`config.mk`:
```
export PLATFORM = sky130hd
export DESIGN_NAME = program_loader
export DESIGN_NICKNAME = d
export VERILOG_FILES = /design/src/rtl/program_loader.sv
export SDC_FILE = /design/constraint.sdc
export NUM_CORES = 1
export LEC_CHECK = 0
export ABC_CLOCK_PERIOD_IN_PS = 3600
export BUFFER_PORTS_ARGS = -buffer_cell sky130_fd_sc_hd__clkbuf_2
export CAP_MARGIN = 20
export CORE_ASPECT_RATIO = 1.25
export CORE_UTILIZATION = 35
export CTS_CLUSTER_DIAMETER = 120
export DETAILED_ROUTE_END_ITERATION = 12
export SLEW_MARGIN = 15
export SYNTH_ARGS = -nofsm -noshare
export SYNTH_HDL_FRONTEND = slang
export SYNTH_SLANG_ARGS = --single-unit
export TNS_END_PERCENT = 20
```
`constraint.sdc`:
```
create_clock -name clk -period 3.6 [get_ports clk]
set_clock_uncertainty 0.05 [all_clocks]
set_input_delay 0.72 -clock clk [delete_from_list [all_inputs] [get_ports clk]]
set_output_delay 0.72 -clock clk [all_outputs]
set_load 0.05 [all_outputs]
```
`src/rtl/program_loader.sv`:
```
// program_loader: streams a length-prefixed byte image into program memory while holding the CPU in reset.
// Optional trailing mod-256 checksum verification is enabled by defining LOADER_CHECKSUM_EN.
module program_loader #(
   parameter int DEPTH  = 32,
   parameter int ADDR_W = 5
) (
   input  logic              clk,
   input  logic              Reset,
   input  logic              Start,
   input  logic              InValid,
   input  logic [7:0]        InData,
   output logic              InReady,
   output logic              PM_WE,
   output logic [ADDR_W-1:0] PM_Addr,
   output logic [12:0]       PM_Data,
   output logic              CpuHold,
   output logic              Busy,
   output logic              Done,
   output logic              Error
);

   // Count byte is 8 bits wide, so a 9-bit depth constant is enough for the range check.
   localparam logic [8:0]        LP_DEPTH    = 9'(DEPTH);
   localparam logic [ADDR_W-1:0] LP_ADDR_ONE = ADDR_W'(1);

   typedef enum logic [2:0] {
      S_IDLE,
      S_COUNT,
      S_HI,
      S_LO,
      S_WRITE,
`ifdef LOADER_CHECKSUM_EN
      S_CHECK,
`endif
      S_FINISH
   } state_t;

   state_t            r_state;
   logic              r_in_ready;
   logic              r_pm_we;
   logic [ADDR_W-1:0] r_pm_addr;
   logic [12:0]       r_pm_data;
   logic              r_cpu_hold;
   logic              r_busy;
   logic              r_done;
   logic              r_error;
   logic [7:0]        r_count;
   logic [7:0]        r_words;
   logic [ADDR_W-1:0] r_addr;
   logic [4:0]        r_hi;
`ifdef LOADER_CHECKSUM_EN
   logic [7:0]        r_sum;
   logic [7:0]        w_sum_next;
`endif

   logic              w_accept;
   logic              w_count_bad;
   logic [7:0]        w_words_next;
   logic              w_last_word;

   assign w_accept     = InValid & r_in_ready;
   assign w_count_bad  = (InData == 8'd0) || ({1'b0, InData} > LP_DEPTH);
   assign w_words_next = r_words + 8'd1;
   assign w_last_word  = (w_words_next == r_count);
`ifdef LOADER_CHECKSUM_EN
   assign w_sum_next   = r_sum + InData;
`endif

   always_ff @(posedge clk or posedge Reset) begin
      if (Reset) begin
         r_state    <= S_IDLE;
         r_in_ready <= 1'b0;
         r_pm_we    <= 1'b0;
         r_pm_addr  <= '0;
         r_pm_data  <= '0;
         r_cpu_hold <= 1'b0;
         r_busy     <= 1'b0;
         r_done     <= 1'b0;
         r_error    <= 1'b0;
         r_count    <= '0;
         r_words    <= '0;
         r_addr     <= '0;
         r_hi       <= '0;
`ifdef LOADER_CHECKSUM_EN
         r_sum      <= '0;
`endif
      end else begin
         r_pm_we <= 1'b0;
         r_done  <= 1'b0;
`ifdef LOADER_CHECKSUM_EN
         // Every accepted byte (count, HI, LO and the checksum itself) feeds the sum;
         // the checksum byte is compared against the value before its own addition.
         if (w_accept) begin
            r_sum <= w_sum_next;
         end
`endif
         case (r_state)
            S_IDLE: begin
               r_in_ready <= 1'b0;
               if (Start) begin
                  r_state    <= S_COUNT;
                  r_in_ready <= 1'b1;
                  r_error    <= 1'b0;
                  r_cpu_hold <= 1'b1;
                  r_busy     <= 1'b1;
                  r_count    <= '0;
                  r_words    <= '0;
                  r_addr     <= '0;
`ifdef LOADER_CHECKSUM_EN
                  r_sum      <= '0;
`endif
               end
            end
            S_COUNT: begin
               if (w_accept) begin
                  r_count <= InData;
                  if (w_count_bad) begin
                     // CpuHold stays asserted so a failed load never releases the CPU.
                     r_state    <= S_IDLE;
                     r_in_ready <= 1'b0;
                     r_busy     <= 1'b0;
                     r_error    <= 1'b1;
                  end else begin
                     r_state <= S_HI;
                  end
               end
            end
            S_HI: begin
               if (w_accept) begin
                  r_hi    <= InData[4:0];
                  r_state <= S_LO;
               end
            end
            S_LO: begin
               if (w_accept) begin
                  r_state    <= S_WRITE;
                  r_in_ready <= 1'b0;
                  r_pm_we    <= 1'b1;
                  r_pm_addr  <= r_addr;
                  r_pm_data  <= {r_hi, InData};
               end
            end
            S_WRITE: begin
               r_words <= w_words_next;
               if (!w_last_word) begin
                  // Address only advances when another word follows, so it never passes DEPTH-1.
                  r_addr     <= r_addr + LP_ADDR_ONE;
                  r_state    <= S_HI;
                  r_in_ready <= 1'b1;
               end else begin
`ifdef LOADER_CHECKSUM_EN
                  r_state    <= S_CHECK;
                  r_in_ready <= 1'b1;
`else
                  r_state    <= S_FINISH;
                  r_done     <= 1'b1;
`endif
               end
            end
`ifdef LOADER_CHECKSUM_EN
            S_CHECK: begin
               if (w_accept) begin
                  r_in_ready <= 1'b0;
                  if (InData == r_sum) begin
                     r_state <= S_FINISH;
                     r_done  <= 1'b1;
                  end else begin
                     r_state <= S_IDLE;
                     r_busy  <= 1'b0;
                     r_error <= 1'b1;
                  end
               end
            end
`endif
            S_FINISH: begin
               r_state    <= S_IDLE;
               r_in_ready <= 1'b0;
               r_cpu_hold <= 1'b0;
               r_busy     <= 1'b0;
            end
            default: begin
               r_state    <= S_IDLE;
               r_in_ready <= 1'b0;
            end
         endcase
      end
   end

   assign InReady = r_in_ready;
   assign PM_WE   = r_pm_we;
   assign PM_Addr = r_pm_addr;
   assign PM_Data = r_pm_data;
   assign CpuHold = r_cpu_hold;
   assign Busy    = r_busy;
   assign Done    = r_done;
   assign Error   = r_error;

endmodule

```
==> out/qor.yml, run 1 <==
dpl.cell_count: 349
grt_max_degree: 27
cp.arrival_ns: 2.64
required_ns: 3.70
reg2reg_from: "r_words[0]"
synth_area_leader_cell: "dfrtp_1"
worst_pin_slew_ns: 0.816
syn-num-nets: 241
routed_wl_mm: 5.06
hpwl_mm: 3.64
firstDrtPassIters: 6
synth_flop_cell: "dfrtp_1"
die_x_um: 77.4
fmax_mhz: 394
stdcell_count: 358
worst-path-max-fanout: 7
antenna_left: 0
cts_tree: "yes"
ys_types: 36
numCtsBuffers: 5
status: "complete, no violations"
synth_commonest_cells: "53 x dfrtp_1, 27 x nand2_1, 24 x o21ai_0"
min_period_over_period: 0.705
vdd_drop_max_mv: 0.376
min_path_type: "in2async"
finalMaxSlewViolations: 0
fp.dieH_um: 96.2
maxCapViolations: 0
crit_start: "r_words[0]"
async_reset_ff_frac: 1.00
synth.area.top_cells: "dfrtp_1 53%, mux2_2 10%, o21ai_0 4.8%, nand2_1 4.1%, a21oi_1 2.4%"
synthCells: 227
grt_overflow: 0
syn_area_per_cell_um2: 11.0
cts_setup_buffers: 0
rr_worst_depth: 7
p_per_area_mw_per_mm2: 719
relSlewSlack: 0.452
drc: 0
synth_area_mm2: 0.00249
num_vias: 1828
post_cts_resized: 0
crit_top_cell: "and3_1"
drt_iter0_drc: 59
clk_root_buffer_cell: "clkbuf_8"
clock_sinks: 53
detail_route.vias_per_cell: 5.11
num_antenna_cells: 0
hold_viol_final: 0
start_kind: "flop"
finalSetupViolations: 0
p_leak_uw: 0.00136
critPathCaptureType: "flop"
yosysTopAreaCellShare: 0.533
cp_num_cells: 7
cts.htree.levels: 2
rsz0062_at_grt: "no"
yosys_register_bits: 53
ys_seq_area_frac: 0.533
portBuffers: 35
cts_hold_buf: 0
yosysMostFrequentCell: "dfrtp_1"
utilization: 0.415
slowest_stage: "or4_4"
gp_congestion: 0.823
fp-row-count: 34
grt_pass1_wl_mm: 8.39
grt_pass1_vias: 1720
cp_cell_sequence: "ha_1 -> and3_1 -> and3_1 -> or4_4 -> o311ai_2 -> or3_1 -> a21oi_1"
syn2layout_area_growth_pct: 15.8
insertion_delay_ns: 0.30
layout-drive-gt1-share: 0.299
slowest_delay_ns: 0.55
fp.coreArea_mm2: 0.00693
ios: 36
clkTransAtPathRegs_ns: 0.09
r2r_slack_ns: 1.06
start_util: 0.359
die_area_mm2: 0.00745
wl_per_cell_um: 14.1
r2r_end: "r_addr[4]"
yosys_warnings: 0
synth-edff-count: 0
grt_use_total: 0.145
clockBufferDepth: 2
cpLargestDelayFamily: "simple AND/OR/NAND/NOR gates"
final.setup.tns_ns: 0
path_class: "reg2reg"
antenna_found_initial: 0
nNetsFinal: 281
period_needed_ns: 2.54
crit_buf_inv: 0
## cells in the final DEF, fill, tap and decap left out, types with 2 or more instances in the layout
master | netlist | layout
nand3_1 | 8 | 8
o41ai_1 | 2 | 2
dfrtp_1 | 53 | 53
o31ai_1 | 4 | 4
ha_1 | 2 | 2
inv_1 | 8 | 7
and2_1 | 3 | 3
xor2_1 | 2 | 2
nor2_1 | 12 | 12
xnor2_1 | 6 | 6
mux2_2 | 23 | 23
or4_4 | 2 | 2
buf_4 | 0 | 5
clkbuf_2 | 0 | 35
nor3_1 | 2 | 2
nand4_1 | 3 | 3
nand2_1 | 27 | 27
or3_1 | 3 | 3
o21ai_1 | 3 | 3
and3_1 | 6 | 6
a21oi_1 | 12 | 12
clkbuf_8 | 0 | 6
o211ai_1 | 2 | 2
o21ai_0 | 24 | 24
## area by class of cell
class | count | area, um2
multi-input cells | 158 | 1070
inverters | 8 | 30.0
clock buffers | 6 | 82.6
repair buffers | 41 | 220
fillers | 674 | 4060
well taps | 90 | 113
clock inverters | 2 | 37.5
flip-flops and latches | 53 | 1330
## cell families after synthesis
kind of cell | share of synthesized area
buf+inv | 0.0367
simple gates | 0.136
mux | 0.108
xor+xnor | 0.0282
flops | 0.533
fa+ha+maj | 0.0101
compound gates | 0.147
## worst max-delay path by stage
stage | to
after floorplan | r_state[0]
after global placement | r_addr[4]
after detailed placement | r_addr[4]
after CTS | r_addr[4]
after global routing | r_addr[4]
final | r_addr[4]
## power breakdown
group	internal, uW	leakage (uW)	switching (uW)
clock network	226	0.0000574	196
registers	737	0.000708	110
logic	247	0.000595	552
## metal layers
| layer | up-vias | wire length [um] | track usage |
|---|---|---|---|
| li1 | 895 | - | - |
| met2 | 34 | 2440 | 0.240 |
| met3 | 9 | 188 | 0.0313 |
| met5 | - | 0 | 0 |
| met4 | 0 | 81 | 0.0550 |
| met1 | 890 | 2350 | 0.186 |
## sequential cells by signal, indices dropped and copies added, names as in the netlist
register and flops:
r_count 8, PM_WE 1, InReady 1, Busy 1
r_hi 5, Error 1, r_words 8, CpuHold 1
PM_Addr 5, PM_Data 13, r_state 3, r_addr 5
Done 1
## per-stage QoR
stage               hold WS [ns]  setup WS, ns  power, uW  cell area (um2)
CTS                        0.400          1.06       2080             2870
global route               0.436         0.881       2190             2880
global placement           0.434          1.12       1640             2750
finish                     0.379          1.06       2070             2880
detailed placement         0.439          1.09       1650             2750
floorplan                  0.416          1.17       1460             2490
## worst reg2reg max path, delay by kind of cell (launching register included)
kind / cells / cell delay [ns]
and+or+nand+nor: 4 / 1.15
adders and majority gates: 1 / 0.28
AOI/OAI and AO/OA: 2 / 0.45
DFF: 1 / 0.45
No activity file was read; power rests on OpenSTA's default activity.
==> inputs of run 2 (changes only) <==
--- a/config.mk
+++ b/config.mk
@@ -5,7 +5,7 @@
 export SDC_FILE = /design/constraint.sdc
 export NUM_CORES = 1
 export LEC_CHECK = 0
-export ABC_CLOCK_PERIOD_IN_PS = 3600
+export ABC_CLOCK_PERIOD_IN_PS = 2600
 export BUFFER_PORTS_ARGS = -buffer_cell sky130_fd_sc_hd__clkbuf_2
 export CAP_MARGIN = 20
 export CORE_ASPECT_RATIO = 1.25
==> constraint.sdc (replaced) <==
create_clock -name clk -period 2.6 [get_ports clk]
set_clock_uncertainty 0.05 [all_clocks]
set_input_delay 0.52 -clock clk [delete_from_list [all_inputs] [get_ports clk]]
set_output_delay 0.52 -clock clk [all_outputs]
set_load 0.05 [all_outputs]
==> run 2 against run 1 <==
Die area unchanged. Maximum frequency rose by 3.7%. Sequential power is 38% higher. Sequential share of layout area up 0.24 points. Core utilization fell by 0.22 points. Flip-flop and latch count unchanged. Critical path type unchanged. Largest power group unchanged.
==> out/qor.yml, run 2 (synthesis results as in run 1) <==
layout-drive-gt1-share: 0.304  # +0.00520
insertion_delay_ns: 0.31  # about the same
cts_tree: "yes"
clkTransAtPathRegs_ns: 0.10  # about the same
met3_length_um: 234  # +24%
nNetsFinal: 283  # +0.71%
cts.htree.levels: 2  # unchanged
relSlewSlack: 0.558  # +0.107
crit_start: "r_words[1]"
fp-row-count: 34  # unchanged
reg2reg_from: "r_words[1]"
syn2layout_area_growth_pct: 15.1
wl_per_cell_um: 14.0  # -1.3%
clockBufferDepth: 2  # unchanged
antenna_found_initial: 0  # unchanged
period_needed_ns: 2.45  # -0.0899 ns
cp.arrival_ns: 2.63  # about the same
layout_commonest_cell: "dfrtp_1"
detail_route.vias_per_cell: 5.10  # -0.12%
hpwl_mm: 3.57  # -1.9%
grt_pass1_wl_mm: 8.38  # about the same
p_leak_uw: 0.00136  # -0.15%
cts_setup_buffers: 0  # unchanged
grt_use_total: 0.146  # +0.00106
clk_root_buffer_cell: "clkbuf_8"
gp_congestion: 0.869  # +5.7%
firstDrtPassIters: 4  # -2
grt_max_degree: 54  # +100%
finalMaxSlewViolations: 0  # unchanged
post_cts_resized: 0  # unchanged
grt_pass1_vias: 1739  # +1.1%
status: "complete, no violations"
ios: 36  # unchanged
path_class: "reg2reg"
fmax_mhz: 408  # +3.7%
rsz0062_at_grt: "no"
worst-path-max-fanout: 6  # -1
min_path_type: "in2async"
routed.top_layer: "met4"
fp.coreArea_mm2: 0.00693  # unchanged
num_antenna_cells: 0  # unchanged
routed_wl_mm: 5.02  # -0.77%
hold_viol_final: 0  # unchanged
die_x_um: 77.4  # unchanged
vdd_drop_max_mv: 0.591  # +57%
required_ns: 2.78  # -0.92 ns
fp.dieH_um: 96.2  # unchanged
cts_hold_buf: 0  # unchanged
final_cell_mix: "53 x dfrtp_1, 35 x clkbuf_2, 27 x nand2_1"
p_per_area_mw_per_mm2: 970  # +35%
start_kind: "flop"
dpl.cell_count: 352  # +0.86%
grt_overflow: 0  # unchanged
fillCellCount: 684  # +1.5%
num_vias: 1836  # +0.44%
portBuffers: 35  # unchanged
die_area_mm2: 0.00745  # unchanged
numCtsBuffers: 5  # unchanged
final.setup.tns_ns: 0  # unchanged
min_period_over_period: 0.942  # +0.237
drc: 0  # unchanged
start_util: 0.359  # unchanged
drt_iter0_drc: 77  # +31%
wl_met2_mm: 2.42  # -0.57%
largest_register_ffs: 13  # unchanged
clock_sinks: 53  # unchanged
route.layer.met1.wl_mm: 2.26  # -3.9%
finalSetupViolations: 0  # unchanged
worst_pin_slew_ns: 0.662  # -0.154 ns
stdcell_count: 360  # +0.56%
antenna_left: 0  # unchanged
critPathCaptureType: "flop"
maxCapViolations: 0  # unchanged
## run 2: worst paths after layout
check,to,slack (ns),cells after the start
setup / recovery,r_state[0],0.15,6
hold / removal,PM_Addr[1],0.30,3
setup reg to reg,r_state[0],0.15,6
hold reg to reg,r_count[5],0.46,2
max in group asynchronous,PM_Data[7],1.75,3
min in group clk,r_count[1],0.41,3
## run 2: final cells by class
class	count	area, um2	share of cell area
inverters	8	30.0	0.0105
flip-flops and latches	53	1330	0.463
repair buffers	43	235	0.0822
multi-input cells	158	1070	0.373
clock inverters	3	21.3	0.00743
clock buffers	5	68.8	0.0240
well taps	90	113	0.0393
## run 2: metal layers
metal  up-vias  global-route usage
li1        900                   -
met1       887               0.184
met2        40               0.242
met3         9              0.0303
met4         0              0.0676
met5         -                   0
## run 2: report_power, final
part,internal (uW),leakage (uW),total (uW),switching [uW]
clock network,192,0.0000445,478,286
registers,1020,0.000708,1170,150
logic,365,0.000606,1130,763
## run 2: worst max-delay path, cell delays in order, from the launching register on
cell       delay [ns]
dfrtp_1          0.43
ha_1             0.25
and3_1           0.27
and3_1           0.17
or4_4            0.55
or4_4            0.55
o2111ai_2        0.10
## run 2: metrics by stage
step | utilization | hold WS [ns] | total power, uW | area [um2] | setup slack (ns)
2_1_floorplan | - | 0.416 | 2020 | 2490 | 0.174
6_report | 0.413 | 0.303 | 2780 | 2860 | 0.152
3_3_place_gp | 0.400 | 0.436 | 2310 | 2770 | 0.217
3_5_place_dp | 0.400 | 0.438 | 2330 | 2770 | 0.186
4_1_cts | 0.413 | 0.333 | 2810 | 2860 | 0.148
5_1_grt | 0.413 | 0.378 | 2950 | 2860 | 0.0241
